## src/rtl/gtx_lane_bringup.sv

```systemverilog
// Reset/PRBS bring-up sequencer for an N-lane GTX block with per-lane saturating error counters.
// Optional build macro GTX_BRINGUP_AUTORETRY_EN adds bounded automatic retry out of FAIL and a retry_cnt port.
module gtx_lane_bringup #(
  parameter int NUM_LANES      = 4,
  parameter int ERR_CNT_W      = 16,
  parameter int PLL_RST_CYCLES = 64,
  parameter int GTX_RST_CYCLES = 32,
  parameter int TIMEOUT_CYCLES = 65536,
  parameter int SETTLE_CYCLES  = 256
) (
  input  logic                           clk,
  input  logic                           rst_n,
  input  logic                           start,
  input  logic [NUM_LANES-1:0]           lane_en,
  input  logic [2:0]                     prbs_mode,
  input  logic                           err_clear,
  input  logic [NUM_LANES-1:0]           pll_lock,
  input  logic [NUM_LANES-1:0]           rx_resetdone,
  input  logic [NUM_LANES-1:0]           tx_resetdone,
  input  logic [NUM_LANES-1:0]           prbs_err,
  output logic                           pll_rx_reset,
  output logic                           gtx_rx_reset,
  output logic                           gtx_tx_reset,
  output logic [3*NUM_LANES-1:0]         enprbstst,
  output logic [NUM_LANES-1:0]           lane_up,
  output logic [NUM_LANES*ERR_CNT_W-1:0] err_count,
  output logic [2:0]                     state,
`ifdef GTX_BRINGUP_AUTORETRY_EN
  output logic [3:0]                     retry_cnt,
`endif
  output logic                           fail
);

  localparam logic [2:0] S_IDLE      = 3'd0;
  localparam logic [2:0] S_PLL_RST   = 3'd1;
  localparam logic [2:0] S_WAIT_LOCK = 3'd2;
  localparam logic [2:0] S_GTX_RST   = 3'd3;
  localparam logic [2:0] S_WAIT_DONE = 3'd4;
  localparam logic [2:0] S_SETTLE    = 3'd5;
  localparam logic [2:0] S_RUN       = 3'd6;
  localparam logic [2:0] S_FAIL      = 3'd7;

  // Timer is sized for the longest interval, including the 16-cycle retry wait.
  localparam int MAX_A = (PLL_RST_CYCLES > GTX_RST_CYCLES) ? PLL_RST_CYCLES : GTX_RST_CYCLES;
  localparam int MAX_B = (SETTLE_CYCLES > TIMEOUT_CYCLES) ? SETTLE_CYCLES : TIMEOUT_CYCLES;
  localparam int MAX_C = (MAX_A > MAX_B) ? MAX_A : MAX_B;
  localparam int MAX_D = (MAX_C > 16) ? MAX_C : 16;
  localparam int TMR_W = $clog2(MAX_D + 1);

  localparam logic [TMR_W-1:0] PLL_LAST    = TMR_W'(PLL_RST_CYCLES - 1);
  localparam logic [TMR_W-1:0] GTX_LAST    = TMR_W'(GTX_RST_CYCLES - 1);
  localparam logic [TMR_W-1:0] TMO_LAST    = TMR_W'(TIMEOUT_CYCLES - 1);
  localparam logic [TMR_W-1:0] SETTLE_LAST = TMR_W'(SETTLE_CYCLES - 1);

  logic [NUM_LANES-1:0] lock_meta, lock_sync;
  logic [NUM_LANES-1:0] rxd_meta, rxd_sync;
  logic [NUM_LANES-1:0] txd_meta, txd_sync;

  logic [2:0]           state_reg, state_next;
  logic [TMR_W-1:0]     timer_reg, timer_next;
  logic [2:0]           mode_reg;
  logic [NUM_LANES-1:0] en_reg;

  logic                 all_locked, all_done, lane_loss, start_go, capture;
  logic                 pll_next, gtx_next, fail_next, prbs_on;
  logic [NUM_LANES-1:0] up_next;
  logic [3*NUM_LANES-1:0] prbs_next;

  always_ff @(posedge clk or negedge rst_n) begin
    if (!rst_n) begin
      lock_meta <= '0;
      lock_sync <= '0;
      rxd_meta  <= '0;
      rxd_sync  <= '0;
      txd_meta  <= '0;
      txd_sync  <= '0;
    end else begin
      lock_meta <= pll_lock;
      lock_sync <= lock_meta;
      rxd_meta  <= rx_resetdone;
      rxd_sync  <= rxd_meta;
      txd_meta  <= tx_resetdone;
      txd_sync  <= txd_meta;
    end
  end

  assign all_locked = &(lock_sync | ~en_reg);
  assign all_done   = &((rxd_sync & txd_sync) | ~en_reg);
  assign lane_loss  = |(en_reg & ~(lock_sync & rxd_sync));
  assign start_go   = start && (lane_en != '0);
  assign capture    = start_go &&
                      ((state_reg == S_IDLE) || (state_reg == S_RUN) || (state_reg == S_FAIL));

`ifdef GTX_BRINGUP_AUTORETRY_EN
  logic [3:0] retry_reg;
`endif

  always_comb begin
    state_next = state_reg;
    case (state_reg)
      S_IDLE:      if (start_go) state_next = S_PLL_RST;
      S_PLL_RST:   if (timer_reg == PLL_LAST) state_next = S_WAIT_LOCK;
      S_WAIT_LOCK: begin
        if (all_locked) state_next = S_GTX_RST;
        else if (timer_reg == TMO_LAST) state_next = S_FAIL;
      end
      S_GTX_RST:   if (timer_reg == GTX_LAST) state_next = S_WAIT_DONE;
      S_WAIT_DONE: begin
        if (all_done) state_next = S_SETTLE;
        else if (timer_reg == TMO_LAST) state_next = S_FAIL;
      end
      S_SETTLE:    if (timer_reg == SETTLE_LAST) state_next = S_RUN;
      S_RUN: begin
        if (start_go) state_next = S_PLL_RST;
        else if (lane_loss) state_next = S_FAIL;
      end
      S_FAIL: begin
        if (start_go) state_next = S_PLL_RST;
`ifdef GTX_BRINGUP_AUTORETRY_EN
        else if ((retry_reg < 4'd3) && (timer_reg == TMR_W'(15))) state_next = S_PLL_RST;
`endif
      end
      default:     state_next = S_IDLE;
    endcase
  end

  // Shared timer restarts from zero on every state entry and saturates otherwise.
  always_comb begin
    if (state_next != state_reg) timer_next = '0;
    else if (timer_reg == '1) timer_next = timer_reg;
    else timer_next = timer_reg + TMR_W'(1);
  end

  // Outputs are decoded from the next state so they update together with state.
  always_comb begin
    pll_next  = 1'b1;
    gtx_next  = 1'b1;
    fail_next = 1'b0;
    prbs_on   = 1'b0;
    up_next   = '0;
    case (state_next)
      S_WAIT_LOCK, S_GTX_RST: pll_next = 1'b0;
      S_WAIT_DONE: begin
        pll_next = 1'b0;
        gtx_next = 1'b0;
      end
      S_SETTLE: begin
        pll_next = 1'b0;
        gtx_next = 1'b0;
        prbs_on  = 1'b1;
      end
      S_RUN: begin
        pll_next = 1'b0;
        gtx_next = 1'b0;
        prbs_on  = 1'b1;
        up_next  = en_reg & lock_sync & rxd_sync & txd_sync;
      end
      S_FAIL:  fail_next = 1'b1;
      default: ;
    endcase
  end

  genvar gi;
  generate
    for (gi = 0; gi < NUM_LANES; gi++) begin : g_lane
      logic [ERR_CNT_W-1:0] cnt_reg;

      assign prbs_next[3*gi +: 3] = (prbs_on && en_reg[gi]) ? mode_reg : 3'b000;

      // Clear wins over a coincident error pulse; count sticks at all ones.
      always_ff @(posedge clk or negedge rst_n) begin
        if (!rst_n) begin
          cnt_reg <= '0;
        end else if (err_clear || capture) begin
          cnt_reg <= '0;
        end else if ((state_reg == S_RUN) && en_reg[gi] && prbs_err[gi] && (cnt_reg != '1)) begin
          cnt_reg <= cnt_reg + ERR_CNT_W'(1);
        end
      end

      assign err_count[ERR_CNT_W*gi +: ERR_CNT_W] = cnt_reg;
    end
  endgenerate

  always_ff @(posedge clk or negedge rst_n) begin
    if (!rst_n) begin
      state_reg    <= S_IDLE;
      timer_reg    <= '0;
      mode_reg     <= 3'b000;
      en_reg       <= '0;
      pll_rx_reset <= 1'b1;
      gtx_rx_reset <= 1'b1;
      gtx_tx_reset <= 1'b1;
      enprbstst    <= '0;
      lane_up      <= '0;
      fail         <= 1'b0;
    end else begin
      state_reg    <= state_next;
      timer_reg    <= timer_next;
      if (capture) begin
        mode_reg <= prbs_mode;
        en_reg   <= lane_en;
      end
      pll_rx_reset <= pll_next;
      gtx_rx_reset <= gtx_next;
      gtx_tx_reset <= gtx_next;
      enprbstst    <= prbs_next;
      lane_up      <= up_next;
      fail         <= fail_next;
    end
  end

  assign state = state_reg;

`ifdef GTX_BRINGUP_AUTORETRY_EN
  always_ff @(posedge clk or negedge rst_n) begin
    if (!rst_n) begin
      retry_reg <= 4'd0;
    end else if (capture || ((state_reg == S_SETTLE) && (state_next == S_RUN))) begin
      retry_reg <= 4'd0;
    end else if ((state_reg == S_FAIL) && (state_next == S_PLL_RST)) begin
      retry_reg <= retry_reg + 4'd1;
    end
  end

  assign retry_cnt = retry_reg;
`endif

endmodule
```

## config.mk

```make
export PLATFORM = sky130hd
export DESIGN_NAME = gtx_lane_bringup
export DESIGN_NICKNAME = d
export VERILOG_FILES = /design/src/rtl/gtx_lane_bringup.sv
export SDC_FILE = /design/constraint.sdc
export NUM_CORES = 1
export LEC_CHECK = 0
export BUFFER_PORTS_ARGS = -buffer_cell sky130_fd_sc_hd__buf_2
export CORE_MARGIN = 2
export CORE_UTILIZATION = 39
export DETAILED_ROUTE_END_ITERATION = 8
export GPL_ROUTABILITY_DRIVEN = 0
export PLACE_DENSITY = 0.68
export REMOVE_ABC_BUFFERS = 1
export SLEW_MARGIN = 20
export SYNTH_ARGS = -nofsm -noshare
export SYNTH_HDL_FRONTEND = slang
export SYNTH_SLANG_ARGS = --single-unit
```

## constraint.sdc

```tcl
create_clock -name clk -period 3.2 [get_ports clk]
set_input_delay 0.48 -clock clk [delete_from_list [all_inputs] [get_ports clk]]
set_output_delay 0.48 -clock clk [all_outputs]
set_load 0.01 [all_outputs]
```

# --- After elaboration in Yosys (flattened, before gate mapping) ---
# Cells that the tools add are included.
word_totals:
  ff_bits: 134
  inputBits: 27
  out_inout_bits: 87
  elab_cells: 121
op_classes:
  addsub: 5
  n_eq_ne: 24
  mux: 29
  bitwise_logic: 10
  reduce_logical: 34
op_table:
  columns: ["cell", "count"]
  rows:
  - ["$mux 16", 8]
  - ["$add 16x1->16 const B", 4]
  - ["$ne 16x16->1 const B", 4]
  - ["$mux 3", 13]
  - ["$mux 17", 2]
  - ["$and 4x4->4", 6]
  - ["$eq 3x3->1 const B", 8]
  - ["$pmux 3 s7", 1]
  - ["$logic_and 1x1->1", 18]
  - ["$add 17x1->17 const B", 1]
  - ["$eq 17x16->1 const B", 1]
  - ["$eq 17x17->1 const B", 1]
  - ["$eq 17x5->1 const B", 1]
  - ["$eq 17x6->1 const B", 1]
  - ["$eq 17x8->1 const B", 1]
  - ["$eq 3x2->1 const B", 4]
  - ["$not 4->4", 2]
  - ["$or 4x4->4", 2]
  - ["$reduce_and 4->1", 2]
  - ["$reduce_bool 2->1", 4]
  - ["$reduce_or 5->1", 1]
  - ["$mux 1", 4]
  - ["$mux 4", 1]
  - ["$reduce_bool 4->1", 1]
  - ["8 further kinds", 11]

# --- Logic depth before layout (Yosys ltp) ---
logic_depth:
  word_depth: 12
  mapped_depth: 12

# --- Least setup slack after synthesis ---
# OpenSTA, ideal clock, no wires.
synth_path:
  path_kind: "register to register"
  startpoint: "reg timer_reg[9]"
  endpoint: "reg timer_reg[16]"
  setup_time_ns: 0.089
  arrival_ns: 2.870
  path_slack_ns: 0.242
  path_stages_with_launch: 13
  synth_period_minus_slack_ns: 2.958
  cell_sequence: "dfrtp_1 > and3_1 > and3_1 > and3_1 > and4_1 > ha_1 > a41oi_1 > o21ai_0 > or4b_1 > buf_6 > a221o_1 > buf_6 > a211oi_4"
synth_via:
  elab_chain_cells: 6
  elab_cells_between_ends: 17
  cone_classes: "add/sub: 1; eq/ne: 7; mux: 9"
synth_lines:
  columns: ["item", "line_no", "text"]
  rows:
  - ["start, declared", "60", "logic [TMR_W-1:0] timer_reg, timer_next;"]
  - ["start signal, assigned", "199", "timer_reg <= timer_next;"]
  - ["$eq 17x16->1", "105, 110", null]
  - ["$mux 3", "105, 110", null]
  - ["$mux 3, on equally long branches", "109, 104", null]
  - ["$pmux 3 s7", "100", "case (state_reg)"]
  - ["$ne 3x3->1", "129", "if (state_next != state_reg) timer_next = '0;"]
  - ["$ne 2x2->1 (no line) / $mux 17 (equally long branches)", null, null]
# Several ways; a longest one is shown, not always the timed one. The select of a mux whose other input is x is not followed.
# A chain may end at the register's enable or synchronous reset.

# --- Worst setup path after layout ---
layout_path:
  startpoint: "reg timer_reg[8]"
  endpoint: "reg timer_reg[16]"
# Same word-level chain as after synthesis.

==> results_dict.tcl <==
set metrics [dict create \
    fillCellCount 1384 \
    drv_slew 0 \
    drc 0 \
    ys_types 53 \
    total_power_w 0.00375 \
    grt_pass1_vias 4645 \
    core_um2 15200 \
    cts.clk_slew.worst_paths_ns 0.06 \
    antenna_left 0 \
    cts-hold-fix-buffers 0 \
    ys_async_sr_fraction 1.00 \
    status "complete, no violations" \
    cpPeakStageDelay_ns 0.55 \
    yosys_warnings 0 \
    synth_cells 577 \
    grt_pass1_wl_um 22200 \
    clkPwrFrac 0.524 \
    ys_ff_latch 134 \
    hpwl_um 9610 \
    rsz0062_at_grt "no" \
    cts-resized-gates 0 \
    fp.dieH_um 129 \
    tns_ns 0 \
    intPower_w 0.00291 \
    synth_xor_area_frac 0.106 \
    drive_gt1_frac 0.244 \
    diodes 0 \
    synthAdderAreaFrac 0.0145 \
    crit_path_max_fanout 10 \
    regArea_um2 3360 \
    cts_buffers 17 \
    routed-via-count 4745 \
    skew_ns 0.00955 \
    final.period_utilization 0.960 \
    htreeDepth 4 \
    critPathBufInv 0 \
    die_area_um2 16500 \
    pwr-share-comb 0.019 \
    synthMuxAreaShare 0.0196 \
    via_per_inst 5.27 \
    cts_setup_buffers 0 \
    cts_buffer_depth 2 \
    initial_core_util 0.398 \
    yosys.area_share.simple 0.241 \
    worst_setup_path_start_kind "flip-flop" \
    synthFlopType "dfrtp_1" \
    min_path_type "in2async" \
    critPathTopFamily "simple AND/OR/NAND/NOR gates" \
    ys_seq_area_frac 0.554 \
    seqPwrFrac 0.458 \
    synth_top_family_by_area "simple AND/OR/NAND/NOR gates" \
    post_drt_wl_per_cell_um 15.2 \
    period_minus_slack_ns 3.07 \
    dr.pass1.iters 4 \
    largest_register_ffs 64 \
    cp-end-kind "flip-flop" \
    mappedNetlistArea_um2 6050 \
    swShare 0.223 \
    ioPinCount 114 \
    synth_compound_area_frac 0.0430 \
    syn_avg_cell_area_um2 10.5 \
    dieWidth_um 129 \
    final_nets 733 \
    grt_max_degree 65 \
    fmax_mhz 325 \
    synth_edf_count 0 \
    setup_violations 0 \
    crit_slowest_cell "or4b_1" \
    cts.sinks 134 \
    power.switching_w 0.000836 \
    drt-total-wl_um 13700 \
    arrival_ns 3.41 \
    worst_pin_slew_ns 0.762 \
    drt_iter0_drc 228 \
    crit_required_ns 3.54 \
    power_density_nw_per_um2 502 \
    cap_violations 0 \
    insertion_delay_ns 0.42 \
    syn_to_final_growth_pct 23.4 \
    cts_tree "built" \
    critPathMostFrequentCell "and3_1" \
    cp_cell_sequence "and3_1, and3_1, and3_1, and4_1, ha_1, a41oi_1, o21ai_0, or4b_1, a221o_2, a211oi_4" \
    p_leak_nw 3.68 \
    slew_headroom 0.492 \
    clock_tree.root_cell "clkbuf_16" \
    grt_use_total 0.171 \
    ir_drop_v 0.000413 \
    num_rows 45 \
    crit_type "reg2reg" \
    overflow 0 \
    antenna_found_initial 0 \
    multi_input_area_um2 2580 \
    hold_viol 0 \
    numPortBuffers 113 \
]
-- power by group through the flow --
stage | combinational, W | clock [W] | sequential [W]
after detailed placement | 0.0000738 | 0 | 0.00175
after floorplan | 0.0000117 | 0 | 0.00175
after global placement | 0.0000712 | 0 | 0.00175
final | 0.0000700 | 0.00196 | 0.00172
after global routing | 0.0000817 | 0.00208 | 0.00172
after CTS | 0.0000742 | 0.00201 | 0.00172
-- per-layer routing --
layer	GRT usage	vias up	wire length [um]
met5	0	-	0
met4	0.0646	0	285
met3	0.0570	28	802
met2	0.285	135	6590
met1	0.208	2337	5980
li1	-	2245	-
-- layout by cell type (no fill, tap or decap), types with 7 or more instances in the layout --
cell type  Yosys  layout
and2_1         9       9
nand3_1       41      41
nand4_1       29      29
xnor2_1       15      14
buf_2          3     113
nand2_1       42      42
mux2_2         7       7
xor2_1        58      58
and4_1        10      10
o21ai_0        7       7
and3_1        18      18
clkbuf_16      0      17
nor3_1         9       8
ha_1           7       7
inv_1          7       7
dfrtp_1      132     132
buf_4          1      11
nor2_1        96      96
-- Yosys cell counts, drive strengths merged (3+ instances only) --
cell	instances	area, um2
a211oi	4	42.5
a21boi	3	22.5
a21oi	5	25.0
a31oi	3	18.8
and2	9	56.3
and3	18	113
and4	10	87.6
buf	11	63.8
clkbuf	11	41.3
dfrtp	132	3300
ha	7	87.6
inv	7	26.3
mux2	7	78.8
mux2i	4	40.0
nand2	42	158
nand2b	7	43.8
nand3	41	205
nand4	29	181
nor2	96	360
nor2b	4	25.0
nor3	9	45.0
nor4	5	46.3
o21ai	8	40.0
or3	6	37.5
or4	3	26.3
xnor2	15	131
xor2	58	508
-- cell families (layout without fill, tap and decap cells) --
kind of cell	Yosys count	count (layout)
mux	11	11
simple gates	287	287
flops	134	134
buf+inv	29	164
compound gates	36	36
xor+xnor	73	73
fa+ha+maj	7	7
-- worst register-to-register path: cells and delay by family (launching register included) --
kind            cells  cell delay [ns]
fa+ha+maj           1             0.24
flops               1             0.44
simple gates        5             1.38
compound gates      4             0.93
-- stage by stage --
| step | util | hold slack, ns | setup slack [ns] | instance area (um2) | std cells |
|---|---|---|---|---|---|
| floorplan | - | 0.184 | 0.113 | 5950 | 555 |
| global placement | 0.451 | 0.335 | 0.185 | 6850 | 867 |
| detailed placement | 0.451 | 0.335 | 0.0627 | 6850 | 867 |
| CTS | 0.490 | 0.143 | 0.0381 | 7450 | 899 |
| global route | 0.491 | 0.139 | 0.00596 | 7470 | 900 |
| finish | 0.491 | 0.123 | 0.126 | 7470 | 900 |
-- path summary, 6_finish.rpt --
kind                                     startpoint                        end  slack [ns]  depth (start not counted)
setup / recovery           timer_reg[8]$_DFFE_PN0P_  timer_reg[16]$_DFFE_PN0P_        0.13                         10
hold / removal                                rst_n             fail$_DFF_PN0_        0.12                          1
min in group clk                    rx_resetdone[2]      rxd_meta[2]$_DFF_PN0_        0.16                          1
setup reg to reg           timer_reg[8]$_DFFE_PN0P_  timer_reg[16]$_DFFE_PN0P_        0.13                         10
max in group asynchronous                     rst_n    mode_reg[1]$_DFFE_PN0P_        2.26                          2
hold reg to reg               txd_meta[2]$_DFF_PN0_      txd_sync[2]$_DFF_PN0_        0.35                          0
-- final cells by class --
| class | instances | share of cell area |
|---|---|---|
| multi-input cells | 414 | 0.346 |
| flip-flops and latches | 134 | 0.449 |
| well taps | 188 | 0.0315 |
| clock inverters | 14 | 0.0218 |
| clock buffers | 18 | 0.0588 |
| inverters | 7 | 0.00352 |
| repair buffers | 125 | 0.0894 |
Power figures use the tool's default switching activity.
